[config.mk]
export PLATFORM = sky130hd
export DESIGN_NAME = alu_operand_loader_flat
export DESIGN_NICKNAME = d
export VERILOG_FILES = /design/src/rtl/alu_vec_pkg.sv /design/src/rtl/alu_operand_loader_if.sv /design/src/rtl/vec_lane_bank.sv /design/src/rtl/alu_operand_loader.sv /design/src/flat_wrapper.sv
export SDC_FILE = /design/constraint.sdc
export NUM_CORES = 1
export LEC_CHECK = 0
export ABC_CLOCK_PERIOD_IN_PS = 3400
export BUFFER_PORTS_ARGS = -buffer_cell sky130_fd_sc_hd__buf_2
export CAP_MARGIN = 5
export CORE_AREA = 8 8 405 407
export DETAILED_ROUTE_END_ITERATION = 6
export DIE_AREA = 0 0 413 415
export GPL_TIMING_DRIVEN = 1
export HOLD_SLACK_MARGIN = 0.05
export MAX_ROUTING_LAYER = met4
export PLACE_DENSITY = 0.41
export SYNTH_ARGS = -nofsm -noshare
export SYNTH_HDL_FRONTEND = slang
export SYNTH_SLANG_ARGS = --single-unit
[constraint.sdc]
create_clock -name clk -period 3.4 [get_ports clk]
set_clock_uncertainty 0.1 [all_clocks]
set_input_delay 0.51 -clock clk [delete_from_list [all_inputs] [get_ports clk]]
set_output_delay 0.51 -clock clk [all_outputs]
set_load 0.05 [all_outputs]
[src/rtl/alu_vec_pkg.sv]
// Shared vector geometry, operation codes and the loader/writeback state encoding.
package alu_vec_pkg;

    localparam int LANES  = 16;
    localparam int LANE_W = 32;
    localparam int VEC_W  = LANES * LANE_W;
    localparam int IDX_W  = $clog2(LANES);

    localparam logic OP_ADD = 1'b0;
    localparam logic OP_MUL = 1'b1;

    typedef enum logic [1:0] {
        IDLE   = 2'd0,
        LOAD_A = 2'd1,
        LOAD_B = 2'd2,
        HOLD   = 2'd3
    } state_t;

    // True when the lane counter points at the final lane of a vector.
    function automatic logic is_last_lane(input logic [IDX_W-1:0] idx);
        return idx == IDX_W'(LANES - 1);
    endfunction

endpackage

[src/rtl/alu_operand_loader_if.sv]
// Word stream in, assembled operand vectors out.
// master = the upstream/consumer side, slave = the loader.
interface alu_operand_loader_if;
    import alu_vec_pkg::*;

    logic              word_valid;
    logic              word_ready;
    logic [LANE_W-1:0] word_data;
    logic [VEC_W-1:0]  in1;
    logic [VEC_W-1:0]  in2;
    logic              operation;
    logic              opnd_valid;
    logic              opnd_ack;

    modport master (
        output word_valid, word_data, opnd_ack,
        input  word_ready, in1, in2, operation, opnd_valid
    );

    modport slave (
        input  word_valid, word_data, opnd_ack,
        output word_ready, in1, in2, operation, opnd_valid
    );

endinterface

[src/rtl/vec_lane_bank.sv]
// LANES x LANE_W register bank, one lane written per enabled cycle, flat vector view out.
module vec_lane_bank
    import alu_vec_pkg::*;
(
    input  logic              clk,
    input  logic              rst_n,
    input  logic              i_we,
    input  logic [IDX_W-1:0]  i_lane,
    input  logic [LANE_W-1:0] i_data,
    output logic [VEC_W-1:0]  o_vec
);

    logic [LANES-1:0][LANE_W-1:0] r_lanes;

    // Write the addressed lane; untouched lanes keep their previous contents.
    always_ff @(posedge clk or negedge rst_n) begin
        if (!rst_n) begin
            r_lanes <= '0;
        end else if (i_we) begin
            r_lanes[i_lane] <= i_data;
        end
    end

    // Lane i sits at bits [LANE_W*i +: LANE_W], exactly the packed layout.
    assign o_vec = r_lanes;

endmodule

[src/rtl/alu_operand_loader.sv]
// Assembles two operand vectors from a 32-bit word stream and holds them for the SIMD ALU.
//
//  state  | meaning
//  -------+--------------------------------------------------------------
//  IDLE   | waiting for start; op latched on the accepting edge
//  LOAD_A | accepting words into in1, lane 0..15
//  LOAD_B | accepting words into in2, lane 0..15
//  HOLD   | vectors complete, opnd_valid high until the consumer acks
module alu_operand_loader
    import alu_vec_pkg::*;
(
    input  logic clk,
    input  logic rst_n,
    input  logic start,
    input  logic op_in,
    input  logic flush,
    output logic busy,
    alu_operand_loader_if.slave bus
);

    state_t           r_state;
    logic [IDX_W-1:0] r_lane_idx;
    logic             r_operation;

    logic w_word_ready;
    logic w_xfer;
    logic w_we_a;
    logic w_we_b;

    // Flush blocks acceptance combinationally so the flush-cycle word is never written.
    assign w_word_ready = ((r_state == LOAD_A) || (r_state == LOAD_B)) && !flush;
    assign w_xfer       = bus.word_valid && w_word_ready;
    assign w_we_a       = w_xfer && (r_state == LOAD_A);
    assign w_we_b       = w_xfer && (r_state == LOAD_B);

    // Sequencing FSM with lane counter and operation latch.
    always_ff @(posedge clk or negedge rst_n) begin
        if (!rst_n) begin
            r_state     <= IDLE;
            r_lane_idx  <= '0;
            r_operation <= OP_ADD;
        end else if (flush) begin
            // Vectors and operation deliberately survive an abort.
            r_state    <= IDLE;
            r_lane_idx <= '0;
        end else begin
            case (r_state)
                IDLE: begin
                    if (start) begin
                        r_state     <= LOAD_A;
                        r_operation <= op_in;
                        r_lane_idx  <= '0;
                    end
                end
                LOAD_A: begin
                    if (w_xfer) begin
                        r_lane_idx <= r_lane_idx + IDX_W'(1);
                        if (is_last_lane(r_lane_idx)) begin
                            r_state <= LOAD_B;
                        end
                    end
                end
                LOAD_B: begin
                    if (w_xfer) begin
                        r_lane_idx <= r_lane_idx + IDX_W'(1);
                        if (is_last_lane(r_lane_idx)) begin
                            r_state <= HOLD;
                        end
                    end
                end
                HOLD: begin
                    if (bus.opnd_ack) begin
                        if (start) begin
                            r_state     <= LOAD_A;
                            r_operation <= op_in;
                            r_lane_idx  <= '0;
                        end else begin
                            r_state <= IDLE;
                        end
                    end
                end
                default: begin
                    r_state    <= IDLE;
                    r_lane_idx <= '0;
                end
            endcase
        end
    end

    vec_lane_bank u_bank_a (
        .clk    (clk),
        .rst_n  (rst_n),
        .i_we   (w_we_a),
        .i_lane (r_lane_idx),
        .i_data (bus.word_data),
        .o_vec  (bus.in1)
    );

    vec_lane_bank u_bank_b (
        .clk    (clk),
        .rst_n  (rst_n),
        .i_we   (w_we_b),
        .i_lane (r_lane_idx),
        .i_data (bus.word_data),
        .o_vec  (bus.in2)
    );

    assign bus.word_ready = w_word_ready;
    assign bus.operation  = r_operation;
    assign bus.opnd_valid = (r_state == HOLD);
    assign busy           = (r_state != IDLE);

endmodule

[src/flat_wrapper.sv]
// flat-port wrapper written by rule: the top's interface ports become plain ports
module alu_operand_loader_flat import alu_vec_pkg::*;
  (clk, rst_n, start, op_in, flush, busy, bus_word_valid, bus_word_data, bus_opnd_ack, bus_word_ready, bus_in1, bus_in2, bus_operation, bus_opnd_valid);
  alu_operand_loader_if bus_i ();
  input  logic clk;
  input  logic rst_n;
  input  logic start;
  input  logic op_in;
  input  logic flush;
  output logic busy;
  input wire logic [$bits(bus_i.word_valid)-1:0] bus_word_valid;
  input wire logic [$bits(bus_i.word_data)-1:0] bus_word_data;
  input wire logic [$bits(bus_i.opnd_ack)-1:0] bus_opnd_ack;
  output wire logic [$bits(bus_i.word_ready)-1:0] bus_word_ready;
  output wire logic [$bits(bus_i.in1)-1:0] bus_in1;
  output wire logic [$bits(bus_i.in2)-1:0] bus_in2;
  output wire logic [$bits(bus_i.operation)-1:0] bus_operation;
  output wire logic [$bits(bus_i.opnd_valid)-1:0] bus_opnd_valid;
  assign bus_i.word_valid = bus_word_valid;
  assign bus_i.word_data = bus_word_data;
  assign bus_i.opnd_ack = bus_opnd_ack;
  assign bus_word_ready = bus_i.word_ready;
  assign bus_in1 = bus_i.in1;
  assign bus_in2 = bus_i.in2;
  assign bus_operation = bus_i.operation;
  assign bus_opnd_valid = bus_i.opnd_valid;
  alu_operand_loader u_core (.clk(clk), .rst_n(rst_n), .start(start), .op_in(op_in), .flush(flush), .busy(busy), .bus(bus_i));
endmodule
* Yosys cells after proc, flatten, opt, wreduce, memory -nomap -nowiden
Index checks and enable logic that the tools add are counted.
** Word-level totals
- Register bits after elaboration :: 1031
- Output and inout port bits :: 1028
** Cells by class
- Add/subtract/negate cells :: 1
- Magnitude comparators :: 2
- Equality and inequality tests :: 12
- Reduce and logical (&&, ||, !) cells :: 14
- Multiplexer cells :: 21
- Bitwise gates (word level) :: 1
** Operators by type and width (count)
- 512-bit bitwise mux :: 2
- 32-bit demux with 4-bit select :: 1
- 32-bit 2-to-1 mux :: 1
- 4-bit 2-to-1 mux :: 4
- 2-bit 2-to-1 mux :: 7
- 3-bit inequality test (second input constant) :: 4
- 4-bit one-hot mux with 3 select lines :: 1
- 2-bit one-hot mux with 4 select lines :: 1
- 3-bit by 2-bit inequality test with 1-bit output (second input constant) :: 2
- 6-bit AND reduction :: 1
- 1-bit logical AND :: 5
- 4-bit by 5-bit < comparator with 1-bit output (second input constant) :: 1
- 4-bit by 1-bit adder with 4-bit output (second input constant) :: 1
- 2-bit == test (second input constant) :: 2
- 4-bit == test (second input constant) :: 1
- 4-bit by 1-bit greater-or-equal comparator with 1-bit output (second input constant) :: 1
- 2-bit nonzero test :: 2
- 1-bit 2-to-1 mux :: 3
- 3-bit by 1-bit inequality test with 1-bit output (second input constant) :: 1
- 3-bit AND reduction :: 1
- 2-bit by 1-bit == test with 1-bit output (second input constant) :: 1
- 2-bit zero test :: 1
- 2-bit inequality test (second input constant) :: 1
- 1-bit one-hot mux with 2 select lines :: 1
- other kinds (5) :: 5

* Logic depth before layout (Yosys ltp)
Gate-level depths: netlist of run 1.
- Depth after elaboration :: 7
- Depth in mapped cells :: 8

* Hierarchy
From an unflattened synthesis of run 1, not the netlist that was laid out.
** Unflattened totals
- Cell total of the unflattened synthesis :: 2318
- Area, all modules :: 38683.4 sq um
** Modules (own cells, without submodules)
- vec_lane_bank :: area each 19080.8 sq um, sequential area each 12812.3 sq um, times used 2, cells each 1133
- alu_operand_loader :: area each 521.8 sq um, sequential area each 175.2 sq um, times used 1, cells each 52

* Worst setup path before layout of run 1
No wires, ideal clock.
- Path type :: register to register
- Start :: register u_core.r_state[0]
- End :: register u_core.u_bank_b.r_lanes (netlist bit u_core.u_bank_b.o_vec[385])
- Path buffers :: 1
- Path slack :: 1031 ps
- Data arrival time :: 2145 ps
- Library setup time :: 125 ps
- Cell stages (with the launch flop) :: 9
- Cells stage by stage :: dfrtp_1 inv_1 ha_1 nand2b_1 inv_2 nand4_1 nor2_2 buf_2 mux2_2
** On the way
- Longest elaborated chain between the ends :: 5
** Ends and longest elaborated chain
- start: declaration :: RTL line alu_operand_loader.sv:21 : state_t r_state;
- start signal: assignment :: RTL line alu_operand_loader.sv:39 : r_state <= IDLE;
- start signal: assignment :: RTL line alu_operand_loader.sv:44 : r_state <= IDLE;
- start signal: assignment :: RTL line alu_operand_loader.sv:50 : r_state <= LOAD_A;
- 2-bit by 1-bit == test with 1-bit output / 2-bit == test (equally long branches) :: RTL line alu_operand_loader.sv:31 : assign w_word_ready = ((r_state == LOAD_A) || (r_state == LOAD_B)) && !flush;
- 1-bit logical OR * :: RTL line alu_operand_loader.sv:31
- 1-bit logical AND * :: RTL line alu_operand_loader.sv:31
- net bus_word_ready :: RTL line flat_wrapper.sv:14 : output wire logic [$bits(bus_i.word_ready)-1:0] bus_word_ready;
- 1-bit logical AND * :: RTL line alu_operand_loader.sv:32 : assign w_xfer = bus.word_valid && w_word_ready;
- 1-bit logical AND * :: RTL line alu_operand_loader.sv:34 : assign w_we_b = w_xfer && (r_state == LOAD_B);
- end signal: indexed assignment :: RTL line vec_lane_bank.sv:20 : r_lanes[i_lane] <= i_data;
- end: declaration :: RTL line vec_lane_bank.sv:13 : logic [LANES-1:0][LANE_W-1:0] r_lanes;
The timed path passes the listed nets; every way through them passes the cells marked *.
A chain may end at the register's enable or synchronous reset.

* Worst setup path in the final report of run 1
- Start :: register u_core.r_state[0]
- End :: register u_core.u_bank_b.r_lanes (netlist bit u_core.u_bank_b.o_vec[154])
** On the way
- Longest elaborated chain between the ends :: 5
** Ends and longest elaborated chain (RTL line)
- 2-bit by 1-bit == test with 1-bit output / 2-bit == test (equally long branches) :: alu_operand_loader.sv:31, alu_operand_loader.sv:34
- 1-bit logical OR :: alu_operand_loader.sv:31
- 1-bit logical AND :: alu_operand_loader.sv:31
- 1-bit logical AND :: alu_operand_loader.sv:32
- 1-bit logical AND * :: alu_operand_loader.sv:34
Mark *: on every way between the ends. The rest lies on a longest branch, timed or not.

==> flow_summary.json, run 1 <==
{
  "buffer_depth_of_the_longest_clock_path": 3,
  "syn_avg_cell_area_um2": 16.6,
  "vdd_drop_max_uv": 438,
  "mostFrequentLayoutCell": "buf_2",
  "rr_worst_depth": 8,
  "synth_seq_cells": 1031,
  "globalRouteTotalUtil_pct": 19.3,
  "drt.antenna.violating_nets": 0,
  "holdCritPathClass": "input port to register",
  "synth_to_layout_area_growth_pct": 32.5,
  "yosys_warnings": 0,
  "postSynthNetCount": 2396,
  "whs_ps": 204,
  "final_hold_violating_endpoints": 0,
  "gr-usage-met3_pct": 5.92,
  "hold_start": "start",
  "power.density_nw_per_um2": 573,
  "grt_pass1_vias": 26300,
  "synth_cell_types": 28,
  "coreArea_um2": 157000,
  "largest_fanout_of_any_net_on_the_critical_path": 20,
  "final_cell_mix": "1065 x buf_2, 1031 x dfrtp_1, 891 x mux2_2",
  "syn-instance-count": 2348,
  "portBuffers": 1066,
  "finish.net_count": 3491,
  "drtPass1Iterations": 4,
  "wl_per_cell_um": 29.4,
  "cts_num_sinks": 1031,
  "required_ps": 3880,
  "yosysTopAreaCell": "dfrtp_1",
  "die-height_um": 415,
  "cts_buffers": 120,
  "first_pass_grt_wire_length_um": 228000,
  "detailed_route_drc_error_count": 0,
  "via_per_inst": 4.36,
  "run_status": "complete, no violations",
  "synth-seq-area-share_pct": 66.4,
  "final-setup-viol-count": 0,
  "drt_iter0_drc": 1102,
  "critical_path_buf_inv_count": 3,
  "power_leakage_nw": 29.0,
  "largest_net_degree_at_the_start_of_global_routing": 71,
  "tritoncts_clock_tree": "built",
  "cts.clk_slew.worst_paths_ps": 60,
  "critPathLaunchType": "register",
  "grt_setup_unrepaired": "false",
  "ctsRootBufferMaster": "clkbuf_16",
  "use_met1_pct": 22.7,
  "worstSetupEndpointType": "register",
  "rows": 146,
  "synth.top_cells.by_area": "dfrtp_1 66%, mux2_2 26%, mux2_1 3.9%",
  "post-dp-hpwl_um": 117000,
  "worstReg2RegStart": "u_core.r_state[0]",
  "post_cts_resized": 0,
  "place.gp.congestion": 0.763,
  "antenna_found_initial": 14,
  "tightest_slew_ps": 1030,
  "r2r_end": "u_core.u_bank_b.o_vec[154]",
  "full_die_area_um2": 171000,
  "start_util_pct": 24.7,
  "hold_path_end": "u_core.r_state[1]",
  "cts_max_level": 3,
  "data_arrival_time_at_the_worst_slack_endpoint_ps": 3550,
  "globalRouteMet2Util_pct": 31.2,
  "share_of_the_synthesized_area_in_the_top_cell_type_pct": 66.4,
  "cp_slowest_stage_delay_ps": 530,
  "routed_wl_um": 165000,
  "period_minus_slack_ps": 3070,
  "max_cap_viol_count": 0,
  "worst_slew_margin_rel_pct": 31.1,
  "cpLargestDelayFamily": "simple AND/OR/NAND/NOR gates",
  "final_max_slew_viol_count": 0,
  "totalNegativeSetupSlack_ps": 0,
  "critical_path_start_end_classification": "register to register",
  "global_route.peak_usage_layer": "met2",
  "vias": 24500,
  "r2r_setup_slack_ps": 330,
  "globalRouteOverflowTotal": 0,
  "die_width_um": 413,
  "cp_cell_sequence": "inv_1 -> ha_1 -> nand2b_1 -> inv_2 -> nand4_1 -> nor2_4 -> buf_4 -> mux2_2",
  "critical-path-slowest-cell": "ha_1",
  "maxClockFrequency_ghz": 0.326,
  "design.portCount": 1067,
  "whs_path_depth": 3,
  "worstSkewPairLatency_ps": 720,
  "post_synth_instance_area_um2": 38900,
  "post_route_cells_drive_above_1_share_pct": 64.6,
  "layout_worst_path_cycle_share_pct": 90.2
}
[stage by stage]
stage	util (%)	area, um2	instances	power [mW]	setup slack [ps]
floorplan	-	38900	2348	14.9	1030
global placement	30.0	47200	5388	16.2	324
detailed placement	30.0	47200	5388	16.3	315
CTS	32.7	51500	5616	30.1	260
global route	32.7	51500	5617	30.7	115
finish	32.7	51500	5620	29.5	333
[how the worst max path moves through the flow]
stage | start | endpoint | cells after the start
finish | u_core.r_state[0] | u_core.u_bank_b.o_vec[154] | 8
global route | u_core.r_state[0] | u_core.u_bank_b.o_vec[409] | 8
global placement | u_core.r_state[0] | u_core.u_bank_b.o_vec[406] | 8
CTS | u_core.r_state[0] | bus_word_ready | 5
detailed placement | u_core.r_state[0] | u_core.u_bank_b.o_vec[413] | 8
floorplan | u_core.r_state[0] | u_core.u_bank_b.o_vec[385] | 8
[metal layers]
| metal | share of wire (%) | vias to the layer above |
|---|---|---|
| met4 | 4.0 | 0 |
| met1 | 40 | 13000 |
| met2 | 48 | 863 |
| li1 | - | 10400 |
| met5 | 0 | - |
| met3 | 7.8 | 248 |
[cell type report]
cell class                      count  area [um2]
Sequential cell                  1031       25800
Clock buffer                      180        3560
Multi-Input combinational cell   1113       12300
Clock inverter                     43         637
Tap cell                         2072        2590
Fill cell                       15800      106000
Timing Repair Buffer             1170        6580
Inverter                            7        26.3
Antenna cell                        4        10.0
[flip-flops by register name, indices dropped and copies added, names as in the netlist]
name / flops
u_core.u_bank_a.o_vec: 512
u_core.u_bank_b.o_vec: 512
u_core.r_lane_idx: 4
u_core.r_state: 2
u_core.bus.operation: 1
[worst min-delay path, stage by stage]
cell	delay, ps
buf_2	140
o21ai_0	230
o31ai_1	90
[logic make-up after synthesis]
logic type,Yosys count,synth area share [%]
compound gates,17,0.280
fa+ha+maj,9,0.290
buf+inv,204,2.42
flops,1031,66.4
mux,1026,29.7
simple gates,61,0.921
[synthesized netlist by cell type]
master / count
nand3_1: 5
ha_1: 9
buf_2: 75
a21oi_1: 3
and4b_1: 1
mux2_1: 135
nand4_2: 3
dfrtp_1: 1031
o221ai_1: 1
nand2_1: 10
nor2_2: 19
inv_2: 1
o311ai_0: 1
or2_2: 1
nor2b_1: 3
nand4_1: 4
inv_1: 6
clkbuf_1: 100
and4_1: 2
and2_1: 1
a41oi_1: 2
o31ai_1: 2
nand2b_1: 4
a211o_1: 1
mux2_2: 891
nor2_1: 8
buf_4: 22
o21ai_0: 7
[repair_timing]
action,in CTS,in global routing
buffers inserted,0,0
endpoints found under the hold margin,43,0
endpoints found under the setup margin,0,0
hold buffers,5,0
[power by group]
group,switching (mW),internal (mW),leakage [nW]
Sequential,0.187,12.6,14.4
Clock,5.48,8.08,2.06
Combinational,2.49,0.670,12.6
Total,8.15,21.4,29.0
Power figures use the tool's default switching activity.
==> inputs of run 2 (changes only) <==
Settings changed: CORE_AREA 8 8 405 407 to 8 8 404 406, DIE_AREA 0 0 413 415 to 0 0 412 414, SYNTH_HIERARCHICAL set to 1.
==> flow_summary.json, run 2 <==
{
  "drt_iter0_drc": 1103,
  "synth_async_reset_ratio_pct": 100,
  "synth_to_layout_area_growth_pct": 33.1,
  "worst_slew_margin_rel_pct": 23.2,
  "synth-seq-area-share_pct": 66.7,
  "placedInstanceArea_um2": 47300,
  "die-height_um": 414,
  "required_ps": 3900,
  "routed_wl_um": 167000,
  "tightest_slew_ps": 1150,
  "die_width_um": 412,
  "yosysTopAreaCell": "dfrtp_1",
  "max_cap_viol_count": 0,
  "power_leakage_nw": 28.9,
  "yosys-top-cells-count": "1031 x dfrtp_1, 1006 x mux2_2, 88 x buf_2, 74 x clkbuf_1, 23 x nor2_1",
  "tritoncts_clock_tree": "built",
  "maxClockFrequency_ghz": 0.340,
  "globalRouteTotalUtil_pct": 19.4,
  "coreArea_um2": 157000,
  "grt_pass1_vias": 25900,
  "syn-instance-count": 2318,
  "drt.antenna.violating_nets": 0,
  "cts_max_level": 3,
  "holdCritPathClass": "input port to async pin",
  "via_per_inst": 4.34,
  "final_max_slew_viol_count": 0,
  "post-dp-hpwl_um": 120000,
  "finish.instance_area_um2": 51500,
  "place.gp.congestion": 0.745,
  "worstSetupEndpointType": "register",
  "post_cts_resized": 0,
  "synth_cell_types": 31,
  "final-setup-viol-count": 0,
  "setup_slack_ps": 457,
  "area.sequential_um2": 25800,
  "detailedPlace.worstSlack_ps": 461,
  "vdd_drop_max_uv": 518,
  "dominant_register_cell_in_the_synthesized_netlist": "dfrtp_1",
  "multi_input_area_um2": 12300,
  "syn_avg_cell_area_um2": 16.7,
  "final_cell_mix": "1065 x buf_2, 1031 x dfrtp_1, 1006 x mux2_2",
  "finish.net_count": 3499,
  "final_hold_violating_endpoints": 0,
  "wl_per_cell_um": 29.6,
  "power.density_nw_per_um2": 595,
  "postSynthNetCount": 2363,
  "post_synth_instance_area_um2": 38700,
  "grt_setup_unrepaired": "false",
  "totalNegativeSetupSlack_ps": 0,
  "start_util_pct": 24.6,
  "synth.top_cells.by_area": "dfrtp_1 67%, mux2_2 29%, buf_2 1.1%",
  "ctsRootBufferMaster": "clkbuf_16",
  "place_inst": 5400,
  "mostFrequentLayoutCell": "buf_2",
  "number_of_flops_mapped_to_enable_cells_by_yosys": 0,
  "r2r_setup_slack_ps": 460,
  "globalRouteOverflowTotal": 0,
  "largest_net_degree_at_the_start_of_global_routing": 69,
  "share_of_the_synthesized_area_in_the_top_cell_type_pct": 66.7,
  "run_status": "complete, no violations",
  "antenna_found_initial": 15,
  "rows": 146,
  "worstSkewPairLatency_ps": 710,
  "first_pass_grt_wire_length_um": 228000,
  "synth_seq_cells": 1031,
  "layout_worst_path_cycle_share_pct": 86.6,
  "buffer_depth_of_the_longest_clock_path": 3,
  "largest_fanout_of_any_net_on_the_critical_path": 32,
  "cts_buffers": 118,
  "detailed_route_drc_error_count": 0,
  "design.portCount": 1067,
  "cts_num_sinks": 1031,
  "yosys.cell_count.top_type": "dfrtp_1",
  "drtPass1Iterations": 4,
  "yosys_warnings": 6,
  "final_cells": 5627,
  "cts.clk_slew.worst_paths_ps": 60,
  "period_minus_slack_ps": 2940,
  "post_route_cells_drive_above_1_share_pct": 68.0,
  "full_die_area_um2": 171000,
  "data_arrival_time_at_the_worst_slack_endpoint_ps": 3440,
  "portBuffers": 1066,
  "num-fill-cells": 15900,
  "critical_path_start_end_classification": "register to register",
  "vias": 24400,
  "critPathLaunchType": "register"
}
[run 2: cell types whose count changed after synthesis, moves of 6 or more]
cell / change
nand3b_1: +7
buf_1: +8
buf_2: +13
nor2_1: +15
nor2_2: -19
or3_1: +6
clkbuf_1: -26
mux2_1: -115
buf_4: -22
mux2_2: +115
[run 2: kinds of logic (layout without fill, tap and decap cells)]
group,Yosys count,after routing,share of synthesized area [%]
simple gates,67,67,0.961
mux,1026,1026,29.9
other cells,0,7,0
compound gates,14,14,0.298
buf+inv,174,1404,1.99
fa+ha+maj,6,6,0.194
flops,1031,1031,66.7
[run 2: layout make-up]
| cell class | count | share of cell area [%] |
|---|---|---|
| Clock inverter | 39 | 1.15 |
| Multi-Input combinational cell | 1113 | 23.9 |
| Sequential cell | 1031 | 50.1 |
| Clock buffer | 175 | 6.74 |
| Timing Repair Buffer | 1186 | 13.0 |
| Antenna cell | 7 | 0.0340 |
| Tap cell | 2072 | 5.04 |
| Inverter | 4 | 0.0389 |
[run 2: stage by stage]
stage               utilization (%)  hold slack, ps  total power [mW]
global placement               30.1             359              17.6
finish                         32.8             179              30.6
detailed placement             30.1             361              17.6
global route                   32.8             155              31.8
CTS                            32.8             112              31.2
floorplan                         -             114              15.9
[run 2: critical path, cell delays in order (launching register included)]
cell	delay (ps)
dfrtp_1	430
inv_1	120
ha_1	360
nand2b_4	90
inv_6	80
and3_2	220
nand3_1	270
or3_2	520
buf_4	270
mux2_1	350
[run 2: routing by layer]
metal  global-route usage [%]  vias to the layer above  wire, um
met4                     5.22                        0      4420
met5                        -                        -         0
met3                     5.78                      182     12400
li1                         -                    10400         -
met2                     33.0                      765     84000
met1                     22.4                    13100     65900
[run 2: timing repair]
| item | in CTS | in global routing |
|---|---|---|
| buffers inserted | 0 | 0 |
| hold buffers | 6 | 0 |
| setup endpoints to repair | 0 | 0 |
| endpoints found under the hold margin | 294 | 0 |
[run 2: where the power goes]
group          total [mW]  internal, mW  switching, mW
logic                4.24         0.942           3.30
registers            13.1          12.8          0.294
clock network        13.3          7.88           5.41
[run 2: path summary, 6_finish.rpt]
kind,end,startpoint,cells after the start
max,u_core/u_bank_a/o_vec[407],u_core/r_state[0],9
min,u_core/u_bank_a/o_vec[368],rst_n,2
max reg2reg,u_core/u_bank_a/o_vec[407],u_core/r_state[0],9
min reg2reg,u_core/u_bank_a/o_vec[267],u_core/u_bank_a/o_vec[267],1
max in group asynchronous,u_core/u_bank_b/o_vec[2],rst_n,4
min in group clk,u_core/r_lane_idx[3],bus_opnd_ack,4
